===== src/rtl/reg_file_pkg.sv =====
// reg_file shared definitions: write-port op encoding.
// Imported by reg_cell and reg_file.
package reg_file_pkg;

  typedef logic [1:0] op_t;

  localparam op_t OP_HOLD = 2'b00;
  localparam op_t OP_LOAD = 2'b01;
  localparam op_t OP_INC  = 2'b10;
  localparam op_t OP_DEC  = 2'b11;

  function automatic logic is_write(op_t op);
    return op != OP_HOLD;
  endfunction

endpackage


===== src/rtl/reg_file_reg_cell.sv =====
// reg_cell: one WIDTH-bit register with load/inc/dec.
// nxt/wrap show the post-op value for the current op.
module reg_cell
  import reg_file_pkg::*;
#(
  parameter int WIDTH = 8
) (
  input  logic             clock,
  input  logic             reset,
  input  logic             en,
  input  logic [1:0]       op,
  input  logic [WIDTH-1:0] din,
  output logic [WIDTH-1:0] q,
  output logic [WIDTH-1:0] nxt,
  output logic             wrap
);

  localparam logic [WIDTH-1:0] ONE  = WIDTH'(1);
  localparam logic [WIDTH-1:0] ONES = '1;

  // post-op value and wrap flag, ahead of the edge
  always_comb begin
    nxt  = q;
    wrap = 1'b0;
    unique case (op)
      OP_LOAD: nxt = din;
      OP_INC: begin
        nxt  = q + ONE;
        wrap = (q == ONES);
      end
      OP_DEC: begin
        nxt  = q - ONE;
        wrap = (q == '0);
      end
      default: nxt = q;
    endcase
  end

  // storage: clear on reset, commit when selected
  always_ff @(posedge clock) begin
    if (reset) begin
      q <= '0;
    end else if (en) begin
      q <= nxt;
    end
  end

endmodule


===== src/rtl/reg_file.sv =====
// reg_file: DEPTH x WIDTH registers, one op port, two read ports.
// Define REG_FILE_BYPASS_EN for write-through forwarding on reads.
module reg_file
  import reg_file_pkg::*;
#(
  parameter  int WIDTH = 8,
  parameter  int DEPTH = 8,
  localparam int AW    = $clog2(DEPTH)
) (
  input  logic             clock,
  input  logic             reset,
  input  logic [1:0]       op,
  input  logic [AW-1:0]    wr_addr,
  input  logic [WIDTH-1:0] wr_data,
  input  logic             rd_en,
  input  logic [AW-1:0]    rd_addr_a,
  input  logic [AW-1:0]    rd_addr_b,
  output logic [WIDTH-1:0] rd_data_a,
  output logic [WIDTH-1:0] rd_data_b,
  output logic             rd_valid,
  output logic             wrap,
  output logic             zero
);

`ifdef REG_FILE_BYPASS_EN
  localparam bit BYPASS = 1'b1;
`else
  localparam bit BYPASS = 1'b0;
`endif

  logic [WIDTH-1:0] q    [DEPTH];
  logic [WIDTH-1:0] nxt  [DEPTH];
  logic [DEPTH-1:0] cwrap;
  logic [DEPTH-1:0] en;

  logic             wr_hit;
  logic [WIDTH-1:0] wr_val;
  logic             wr_wrap;
  logic [WIDTH-1:0] rdv_a;
  logic [WIDTH-1:0] rdv_b;

  // out-of-range targets and HOLD touch nothing
  assign wr_hit = is_write(op) &&
                  (int'(wr_addr) < DEPTH);

  for (genvar i = 0; i < DEPTH; i++) begin : g_cell
    assign en[i] = wr_hit && (wr_addr == AW'(i));

    reg_cell #(
      .WIDTH(WIDTH)
    ) u_cell (
      .clock(clock),
      .reset(reset),
      .en   (en[i]),
      .op   (op),
      .din  (wr_data),
      .q    (q[i]),
      .nxt  (nxt[i]),
      .wrap (cwrap[i])
    );
  end

  // result of the op on the selected register
  always_comb begin
    wr_val  = '0;
    wr_wrap = 1'b0;
    for (int i = 0; i < DEPTH; i++) begin
      if (en[i]) begin
        wr_val  = nxt[i];
        wr_wrap = cwrap[i];
      end
    end
  end

  // read mux A: 0 when out of range, forward if enabled
  always_comb begin
    rdv_a = '0;
    for (int i = 0; i < DEPTH; i++) begin
      if (rd_addr_a == AW'(i)) begin
        rdv_a = (BYPASS && en[i]) ? nxt[i] : q[i];
      end
    end
  end

  // read mux B: same rules as port A
  always_comb begin
    rdv_b = '0;
    for (int i = 0; i < DEPTH; i++) begin
      if (rd_addr_b == AW'(i)) begin
        rdv_b = (BYPASS && en[i]) ? nxt[i] : q[i];
      end
    end
  end

  // output registers: read data, valid, wrap/zero flags
  always_ff @(posedge clock) begin
    if (reset) begin
      rd_data_a <= '0;
      rd_data_b <= '0;
      rd_valid  <= 1'b0;
      wrap      <= 1'b0;
      zero      <= 1'b1;
    end else begin
      rd_valid <= rd_en;
      if (rd_en) begin
        rd_data_a <= rdv_a;
        rd_data_b <= rdv_b;
      end
      wrap <= wr_hit && wr_wrap;
      if (wr_hit) begin
        zero <= (wr_val == '0);
      end
    end
  end

endmodule


===== config.mk =====
export PLATFORM = sky130hd
export DESIGN_NAME = reg_file
export DESIGN_NICKNAME = d
export VERILOG_FILES = /design/src/rtl/reg_file_pkg.sv /design/src/rtl/reg_file_reg_cell.sv /design/src/rtl/reg_file.sv
export SDC_FILE = /design/constraint.sdc
export NUM_CORES = 1
export LEC_CHECK = 0
export BUFFER_PORTS_ARGS = -buffer_cell sky130_fd_sc_hd__buf_2
export CAP_MARGIN = 20
export CORE_UTILIZATION = 30
export DETAILED_ROUTE_END_ITERATION = 6
export GPL_ROUTABILITY_DRIVEN = 0
export PLACE_DENSITY = 0.44
export SETUP_SLACK_MARGIN = 0.05
export SLEW_MARGIN = 15
export SYNTH_ARGS = -nofsm -noshare
export SYNTH_HDL_FRONTEND = slang
export SYNTH_SLANG_ARGS = --single-unit

===== constraint.sdc =====
create_clock -name clock -period 4.2 [get_ports clock]
set_clock_uncertainty 0.05 [all_clocks]
set_input_delay 0.63 -clock clock [delete_from_list [all_inputs] [get_ports clock]]
set_output_delay 0.63 -clock clock [all_outputs]
set_load 0.05 [all_outputs]

**Yosys cells after proc, flatten, opt, wreduce, memory -nomap -nowiden**

Cells that the tools add are included.

- Magnitude comparators: 0
- Mux-type cells: 48
- Add/sub/neg operators: 16
- Shift operators: 0
- Multipliers: 0
- Equal/unequal tests: 32
- Bitwise gates (word level): 0
- Divide/modulo/power cells: 0
- Reduce and logical (&&, ||, !) cells: 22

Operator list:

| cell | count |
|---|---|
| $mux 8 | 24 |
| $pmux 8 s3 | 8 |
| $logic_not 8->1 | 9 |
| $add 8x1->8 const B | 8 |
| $eq 8x8->1 const B | 8 |
| $sub 8x1->8 const B | 8 |
| $eq 3x3->1 const B | 12 |
| $eq 3x2->1 const B | 6 |
| $pmux 1 s2 | 8 |
| $eq 3x1->1 const B | 3 |
| $logic_and 1x1->1 | 9 |
| $logic_not 3->1 | 3 |
| $mux 1 | 8 |
| $eq 2x2->1 const B | 2 |
| $eq 2x1->1 const B | 1 |
| $reduce_bool 2->1 | 1 |

- Memories: 0
- Bits of input ports: 22
- ROM bits: 0
- Bits in latches: 0
- Bits in writable memories: 0
- Output and inout port bits: 19
- Register bits after elaboration: 83
- Logic and storage cells: 131

**Logic depth before layout (Yosys ltp)**

- Word-level depth: 11
- Depth in mapped cells: 15
- Mapped depth without buffers: 11

**Cells and area by module**

From an unflattened synthesis, not the netlist that was laid out.

- Cells, all modules: 1370
- Area, all modules: 10545.1 sq um

Modules (own cells, without submodules):

| module | cells each | times used | area each (sq um) | seq. area each (sq um) |
|---|---|---|---|---|
| reg_cell at g_cell[0].u_cell ... | 140 | 5 | 1061.0 | 160.2 |
| reg_cell at g_cell[1].u_cell ... | 138 | 3 | 1062.3 | 160.2 |
| reg_file | 256 | 1 | 2053.2 | 380.4 |

**Worst setup path before layout**

No wires, ideal clock.

- Kind: input -> register
- Start point: in op[1]
- End point: reg zero
- Stages on the path: 15
- Data arrival time: 3.824 ns
- Data required time: 4.054 ns
- Buffers on the path: 4
- Setup time: 0.096 ns
- Slack: 0.230 ns
- Cell sequence: buf_2 > nand2_2 > buf_2 > clkbuf_1 > buf_1 > xnor2_1 > ha_1 > or4_1 > nor2_1 > o311ai_1 > a211oi_1 > o2111ai_1 > a2111oi_1 > nand4_1 > o41ai_2

- Cells in the longest elaborated chain, start to end: 11
- Elaborated cells between the ends (all ways): 29
- Classes of those cells: eq/ne (3); mux (16); reduce/logical (10)

RTL lines:

| element | line | source |
|---|---|---|
| start, declared | reg_file.sv:12 | `input logic [1:0] op,` |
| $eq 2x2->1, or another cell as far along | reg_file_reg_cell.sv:25 | `unique case (op)` |
| $pmux 8 s3 or $logic_and 1x1->1 (tied branches) | reg_file_reg_cell.sv:25, reg_file.sv:47 |  |
| $mux 8 (8 in series) | reg_file.sv:68 | `if (en[i]) begin` |
| $logic_not 8->1 | reg_file.sv:111 | `zero <= (wr_val == '0);` |
| end signal, assigned | reg_file.sv:111 |  |
| end, declared | reg_file.sv:22 | `output logic zero` |

Parallel ways exist; a longest one is shown, timed or not.
A chain may end at the register's enable or synchronous reset.

**Worst setup path in the final report**

- Start point: in op[0]
- End point: reg zero

The elaborated chain is that of the path after synthesis.

==> reports/results.txt <==
The insertion delay of the later-clocked pin in the worst-skew pair was 360 ps; the total routed wire length on the met1 layer was 16000 um. The total number of vias is 8797, and the power per cell area is 278 nW/um^2. The logs give 3.13 nW for the cell leakage power and 1190 for the net count after synthesis.

In the final timing run, aggregate negative setup slack is 0 ps. For this run, the post-layout net count is 1143. The post-route minimum period works out to 3560 ps.

Each instance of the synthesized netlist takes up on average 7.05 um^2. TritonCTS built the clock tree. The fraction of final layout cells with drive strength greater than 1 came out at 9.16%. The per-cell routed wire length is 23.7 um.

The number of hold violations in the final report is 0, and the max capacitance violation total is 0. Summed over all nets, wire length on met2 after detailed routing comes to 15000 um. The vertical die dimension was 166 um. The number of flops mapped to enable cells by yosys was 0; the share of synthesized registers carrying an async set or reset was 0%. In this run, the number of DRC markers left after iteration 0 of detailed routing was 949. In this run the standard cell core region covers 26200 um^2. The share of the Yosys chip area taken by registers is 20.6%. The clock transition time at the flip-flop clock pins of the worst setup and hold paths came out at 70 ps. Gates resized during post-CTS repair numbered 0. Along the worst hold path, the cell count comes to 2.

The sort of element at the start of the critical path is an input pin. Buffers placed on the I/O ports in this run total 40. For the number of antenna violations at the first check in global routing, the log shows 0. The die is 166 um wide. The logs give 59 for the row count and 34100 um for the routed wire length. The worst register-to-register path has a depth of 10. In the routed design, unresolved DRC markers number 6.

The highest fanout seen on the critical path works out to 15. Path class of the lowest-slack min-delay path: reg -> reg. After legalization and detailed placement, the total HPWL measured 24600 um. Across every metal layer, demand over resource in global routing totals 24.6%.

The worst pin sits at a relative slew slack of 34.8%. Global routing finished with a remaining overflow of 0. The clock root buffer was clkbuf_16. The endpoint type of the worst setup path is a register. The run gives 780 ps as the flop-to-flop setup slack.

The synthesis-to-finish area growth works out to 7.94%. Across the VDD grid, the largest voltage drop is 0.171 mV. Synthesis inferred 83 register bits.

The multi-input combinational cells in the finished layout cover a total of 5840 um^2. The max-slew violation count came out at 0. The run gives 30.8% as the starting utilization of the core area. The run finished, with violations left. Of the available clock period, the critical path in the final layout requires 84.7%.

The run gives 4410 ps as the data required time of the critical path. The first global-routing pass estimated 51700 um of wire. For hold timing, the worst endpoint is rd_data_b[4]$_SDFFE_PP0P_. The most critical setup path has its startpoint at op[0]. The tools report the count of yosys warnings during synthesis as 0.

The tools report the final setup violation count as 0. The most common cell after layout, fill and taps aside was nor2_1. The number of buffers on the longest clock path was 2. Derived from the worst setup path, the maximum achievable clock frequency is 281 MHz.

The tools report the number of global-route vias before repair as 8046. The tools report the number of detailed-routing iterations run before antenna repair as 7. The kind of critical path is in -> reg.

For the die outline area, the log shows 27600 um^2. The startpoint of the most critical hold path is rd_data_b[4]$_SDFFE_PP0P_. In the layout the commonest cells are nor2_1, nand2_1, dfxtp_1, o21ai_0, a21oi_1.

Final hold analysis gives a worst-case slack of 436 ps. The startpoint identified for the worst register-to-register timing path is g_cell[3].u_cell.q[1]$_SDFFE_PP0P_. Clock tree synthesis inserted a total of 9 buffers.

The H-tree was split into 3 levels. For the met3 wirelength from detailed routing, the log shows 2240 um. The number of different library cells used by synthesis comes to 88.

Hold repair after CTS inserted 0 buffers. Pin placement for this block handled 41 I/O pins. 0 antenna diodes ended up in the layout. In the synthesized netlist, the number of instances is 1145.

The total clock sinks came out at 83. The run gives 0 as the buffers inserted during post-CTS setup optimization. Average vias per placed instance: 6.12. The completed layout was analyzed and its total power is 0.00242 W. The logs give 1660 um^2 for the sequential standard cell area and 8420 um^2 for the cell area after placement. With fillers left out, the area of the finished cells amounts to 8710 um^2. The cell area that synthesis handed to floorplanning was 8070 um^2.

For the count of fill cells added during filler insertion, the log shows 2823. The count of nets left with antenna violations once routing finished came out at 0. The tools report the endpoint of the worst-slack reg-to-reg timing path as zero$_SDFFE_PP1P_. For the worst setup path, the data arrival time is 3770 ps. Dominant synthesized flop cell: dfxtp_1.

Slew at the pin with the worst max-slew slack: 976 ps. Setup repair after global routing left no endpoint under its margin. Top metal layer carrying routed signals: met4.

Entering global routing, the biggest net connects 101 pins. The final reports fail on DRC. Cells fill 33.2% of the core in the end.
-- flip-flops by register name, summed over array words and instances, names as in the netlist --
name / flops
g_cell.u_cell.q: 64
rd_data_b: 8
rd_data_a: 8
wrap: 1
zero: 1
rd_valid: 1
-- kinds of logic (layout without fill, tap and decap cells) --
| family | after synthesis | count (layout) | share of synthesized area, % |
|---|---|---|---|
| compound gates | 373 | 373 | 31.1 |
| xor+xnor | 44 | 44 | 4.77 |
| fa+ha+maj | 24 | 24 | 3.69 |
| buf+inv | 140 | 98 | 7.22 |
| flops | 83 | 83 | 20.6 |
| mux | 41 | 41 | 5.44 |
| simple gates | 440 | 440 | 27.2 |
-- final cells by class --
cell class | instances | area share (%)
clock buffer | 9 | 2.59
clock inverter | 7 | 0.790
inverter | 15 | 0.646
multi-input combinational | 922 | 67.0
sequential | 83 | 19.1
tap | 335 | 4.81
timing repair buffer | 67 | 5.08
-- critical path, stage by stage --
cell and delay [ps]:
buf_2 120, nand2_2 380, inv_2 210, ha_1 480, o31a_1 180, nor3_1 50, o311a_1 350, o21ai_1 260
o2111ai_1 150, a2111oi_1 530, nand4_1 190, o41ai_2 240
-- cell usage after synthesis, types with 11 or more instances --
master,n,share of area [%]
o21ai_1,11,0.68
mux2i_1,36,4.5
nor4_1,14,1.1
xnor2_1,34,3.7
dfxtp_1,83,21
buf_2,16,0.99
a31oi_1,24,1.9
a21oi_1,72,4.5
o21ai_0,76,4.7
inv_1,13,0.60
o211ai_1,20,1.9
a21o_1,16,1.5
nor3_1,53,3.3
nand3_1,31,1.9
clkbuf_1,93,4.3
nor2_1,129,6.0
nand4_1,17,1.3
nand2_1,92,4.3
nor2b_1,26,2.0
ha_1,23,3.6
a22oi_1,11,1.0
a211oi_1,38,3.5
a311oi_1,14,1.5
-- routing by layer --
metal | up-vias | global-route usage (%)
met5 | - | 0
met4 | 0 | 7.15
met3 | 50 | 3.57
met2 | 351 | 37.5
met1 | 4223 | 35.4
li1 | 4173 | -
-- where the power goes --
part / leakage (nW) / switching [W] / internal, W
clock: 0.140 / 0.000415 / 0.000420
combinational: 2.31 / 0.000428 / 0.000241
sequential: 0.678 / 0.0000923 / 0.000825
-- stage by stage --
stage | std cells | worst slack, ps
final | 1438 | 641
after global routing | 1438 | 374
after CTS | 1438 | 683
after detailed placement | 1422 | 332
after global placement | 1422 | 424
after floorplan | 1145 | 230
-- how the worst max path moves through the flow --
stage                             end  slack [ps]  cells after the start
CTS                 zero$_SDFFE_PP1P_         680                     12
global placement    zero$_SDFFE_PP1P_         420                     12
finish              zero$_SDFFE_PP1P_         640                     12
floorplan           zero$_SDFFE_PP1P_         230                     15
detailed placement  zero$_SDFFE_PP1P_         330                     12
global route        zero$_SDFFE_PP1P_         370                     12
Note: power is estimated with default switching activity, not from simulation.
